$ cat config.mk
export PLATFORM = sky130hd
export DESIGN_NAME = mux_share_arbiter
export DESIGN_NICKNAME = d
export VERILOG_FILES = /design/src/rtl/mux_share_arbiter.sv
export SDC_FILE = /design/constraint.sdc
export NUM_CORES = 1
export LEC_CHECK = 0
export ABC_AREA = 1
export ABC_CLOCK_PERIOD_IN_PS = 2100
export BUFFER_PORTS_ARGS = -buffer_cell sky130_fd_sc_hd__buf_2
export CAP_MARGIN = 10
export CORE_MARGIN = 10
export CORE_UTILIZATION = 40
export CTS_BUF_LIST = sky130_fd_sc_hd__clkbuf_2
export DETAILED_ROUTE_END_ITERATION = 12
export PLACE_DENSITY = 0.63
export RECOVER_POWER = 50
export SLEW_MARGIN = 0
export SYNTH_ARGS = -nofsm -noshare
export SYNTH_HDL_FRONTEND = slang
export SYNTH_SLANG_ARGS = --single-unit
$ cat constraint.sdc
create_clock -name clk -period 2.1 [get_ports clk]
set_input_delay 0.21 -clock clk [delete_from_list [all_inputs] [get_ports clk]]
set_output_delay 0.21 -clock clk [all_outputs]
set_load 0.03 [all_outputs]
$ cat src/rtl/mux_share_arbiter.sv
// Round-robin arbiter sharing one 2:1 mux between requesters A and B; grant is 1 cycle after req, z is 1 cycle after grant.
// No downstream backpressure: a requester holds req high and waits, and MAX_BURST bounds its wait while the peer is granted.
module mux_share_arbiter #(
  parameter int WIDTH     = 8,
  parameter int MAX_BURST = 4
) (
  input  logic             clk,
  input  logic             rst_n,
  input  logic             req_a,
  input  logic             req_b,
  input  logic [WIDTH-1:0] data_a,
  input  logic [WIDTH-1:0] data_b,
  output logic             gnt_a,
  output logic             gnt_b,
  output logic             sel,
  output logic [WIDTH-1:0] z,
  output logic             z_valid
);

  typedef enum logic [1:0] {
    IDLE  = 2'b00,
    GNT_A = 2'b01,
    GNT_B = 2'b10
  } state_t;

  localparam logic [7:0] BEAT_MAX = 8'(MAX_BURST - 1);

  state_t           r_state;
  state_t           w_next_state;
  logic             r_last_b;
  logic             w_next_last_b;
  logic [7:0]       r_beat_cnt;
  logic [7:0]       w_next_beat_cnt;
  logic             w_burst_done;
  logic [WIDTH-1:0] r_z;
  logic             r_z_valid;

  assign w_burst_done = (r_beat_cnt == BEAT_MAX);

  always_comb begin
    w_next_state = r_state;
    case (r_state)
      IDLE: begin
        if (req_a && !req_b)      w_next_state = GNT_A;
        else if (req_b && !req_a) w_next_state = GNT_B;
        else if (req_a && req_b)  w_next_state = r_last_b ? GNT_A : GNT_B;
        else                      w_next_state = IDLE;
      end
      GNT_A: begin
        if (!req_a)                      w_next_state = req_b ? GNT_B : IDLE;
        else if (req_b && w_burst_done)  w_next_state = GNT_B;
        else                             w_next_state = GNT_A;
      end
      GNT_B: begin
        if (!req_b)                      w_next_state = req_a ? GNT_A : IDLE;
        else if (req_a && w_burst_done)  w_next_state = GNT_A;
        else                             w_next_state = GNT_B;
      end
      default: w_next_state = IDLE;
    endcase
  end

  // The counter only advances while the same grant is held; it parks at
  // BEAT_MAX so a lone requester keeps the mux until the peer shows up.
  always_comb begin
    w_next_beat_cnt = 8'd0;
    if ((w_next_state != IDLE) && (w_next_state == r_state)) begin
      w_next_beat_cnt = w_burst_done ? r_beat_cnt : (r_beat_cnt + 8'd1);
    end
  end

  always_comb begin
    w_next_last_b = r_last_b;
    if ((w_next_state == GNT_A) && (r_state != GNT_A)) w_next_last_b = 1'b0;
    if ((w_next_state == GNT_B) && (r_state != GNT_B)) w_next_last_b = 1'b1;
  end

  always_ff @(posedge clk) begin
    if (!rst_n) begin
      r_state    <= IDLE;
      r_last_b   <= 1'b1;
      r_beat_cnt <= 8'd0;
    end else begin
      r_state    <= w_next_state;
      r_last_b   <= w_next_last_b;
      r_beat_cnt <= w_next_beat_cnt;
    end
  end

  assign gnt_a = (r_state == GNT_A);
  assign gnt_b = (r_state == GNT_B);
  assign sel   = gnt_b;

  // z is refreshed every cycle; z_valid marks whether the sampled cycle was granted.
  always_ff @(posedge clk) begin
    if (!rst_n) begin
      r_z       <= '0;
      r_z_valid <= 1'b0;
    end else begin
      r_z       <= sel ? data_b : data_a;
      r_z_valid <= gnt_a | gnt_b;
    end
  end

  assign z       = r_z;
  assign z_valid = r_z_valid;

endmodule

==> qor.yml <==
status: "finished clean"
dp_slack_ps: 425
clk_latency_ps: 320
gr-total-overflow: 0
stdcell_count: 201
grt_setup_unrepaired: "false"
hold_viol: 0
cts_made_buffers: 3
grt_pass1_wl_um: 4150
port_buffers: 31
cp.required_ps: 2370
grtUsageTotal_pct: 9.65
ant_nets: 0
place_area_mm2: 0.00120
path_class: "register to register"
cts_sinks: 20
area_growth_pct: 19.6
syn-num-nets: 164
syn-instance-count: 139
yosysWarnings: 0
worst_slew_pin_slew_ps: 385
start_kind: "register"
skew_ps: 12.9
setup_viol: 0
drtPass1Iterations: 4
dr_total_vias: 914
synth_top_area_cell: "dfxtp_1"
crit_path_end_kind: "register"
antenna_found_initial: 0
hold_buffers: 0
routabilityCongestion: 0.812
die_x_um: 70.7
cts_max_path_buffers: 2
period_share_pct: 84.7
htreeDepth: 1
synth.top_cell.area_share_pct: 38.9
wl_um: 2360
ys_ff_latch: 20
dieArea_mm2: 0.00500
multi_input_area_um2: 529
core_mm2: 0.00245
vias_per_cell: 4.55
min_from: "data_b[5]"
synth.distinct_cells: 25
slew_violations: 0
max_cap_viol_count: 0
placementRows: 18
wire_per_inst_um: 11.8
seq_area_um2: 400
fillers: 260
cp_max_fo: 8
syn_area_mm2: 0.00103
clkSlewWorstSetupHoldPaths_ps: 220
dpl.hpwl_um: 1930
drive_above_1_share_pct: 24.0
clockRootBuffer: "clkbuf_2"
min_period_ps: 1780
slew_headroom_pct: 74.3
drc: 0
dp_cells: 197
fin_tns_setup_ps: 0
reg2reg_from: "r_beat_cnt[0]"
drt_iter0_markers: 44
vdd_drop_max_mv: 0.466
grt_max_degree: 14
antennaDiodeCount: 0
leakage_nw: 0.612
finalInstanceArea_mm2: 0.00123
nets: 197
ys_seq_area_share_pct: 38.9
fmax_ghz: 0.562
p_per_area_mw_per_mm2: 789
critPathLaunch: "r_beat_cnt[0]"
holdCritPathClass: "input pin to register"
die_h_um: 70.7
grt_pass1_vias: 984
start_util_pct: 41.9
post_cts_resize_count: 0
ys_top_cells_by_area: "dfxtp_1, nor2_1, nand2_1"
final.setup.worst_slack_ps: 322
crit_arrival_ps: 2050
post_cts_buffers: 0
avgSynthCellArea_um2: 7.40
ios: 32
cts_tree: "done"
-- where the power goes --
group | internal, mW | switching [mW] | leakage [nW]
Clock | 0.164 | 0.128 | 0.0266
Sequential | 0.411 | 0.0160 | 0.164
Combinational | 0.0830 | 0.168 | 0.421
Total | 0.658 | 0.313 | 0.612
-- sequential cells by signal, indices dropped and copies added, names as in the netlist --
register / flops
r_beat_cnt: 8
r_last_b: 1
r_state: 2
z: 8
z_valid: 1
-- layout by cell type, fill, tap and decap left out, types with 2 or more instances in the layout --
cell and n:
nor2_1 30, nand2_1 24, buf_2 21, dfxtp_1 20, inv_1 14, clkbuf_1 10, o21ai_0 9, nand3_1 7
inv_2 5, xor2_1 5, ha_1 5, nor2_2 3, nand2_2 3, clkbuf_2 3, nand3_2 2
-- cell type report --
cell class,count,share of cell area (%)
sequential,20,32.6
timing repair buffer,31,11.6
clock buffer,3,1.22
clock inverter,1,2.44
inverter,20,6.10
multi-input combinational,96,43.0
tap,30,3.05
-- critical path, cell delays in order (launching register included) --
cell	delay, ps
dfxtp_1	420
ha_1	200
nand2_1	60
nor2_1	120
nand2_2	110
nand2_1	70
nand2_1	60
nand3_2	70
nand2_1	140
nand2_1	110
nand2_1	70
inv_2	70
nand3_4	110
nor2_1	120
-- logic make-up (layout without fill, tap and decap cells) --
logic type,Yosys count,count (layout),share of synthesized area (%)
AND/OR/NAND/NOR,71,71,31.8
buffers and inverters,23,55,8.88
multiplexers,1,1,0.973
flip-flops,20,20,38.9
AO/OA/AOI/OAI,13,13,8.27
adder cells (fa/ha/maj),5,5,6.08
XOR/XNOR,6,6,5.11
-- Yosys cell counts --
master and number:
ha_1 5, nand4_1 1, nand2_1 23, nor2_1 30, a21boi_0 1, nand3_2 2
nand3_4 1, a21oi_2 1, nand2_4 1, buf_4 1, mux2i_1 1, buf_2 1
xor2_1 5, nand3_1 7, o21bai_4 1, inv_1 14, inv_2 5, nand2_2 3
a21oi_1 1, nor2_2 3, clkinv_1 1, o21ai_0 9, clkbuf_1 1, dfxtp_1 20
xnor2_1 1
-- per-layer routing --
metal,global-route usage (%),vias up,wire length [um]
li1,-,487,-
met1,9.98,400,1020
met2,17.1,25,1160
met3,3.77,2,175
met4,3.66,0,6
met5,0,-,0
-- final timing paths --
check | cells past startpoint | slack [ps] | endpoint
worst max-delay path | 13 | 320 | r_beat_cnt[5]
worst max register to register | 13 | 320 | r_beat_cnt[5]
worst min register to register | 2 | 510 | r_last_b
worst min-delay path | 3 | 90 | z[5]
-- per-stage QoR --
stage	power, mW	utilization [%]	hold slack, ps
floorplan	0.629	-	344
global placement	0.692	49.1	438
detailed placement	0.699	49.1	445
CTS	0.993	50.9	79.4
global route	1.03	50.1	98.9
finish	0.971	50.1	87.9
Power figures use the tool's default switching activity.
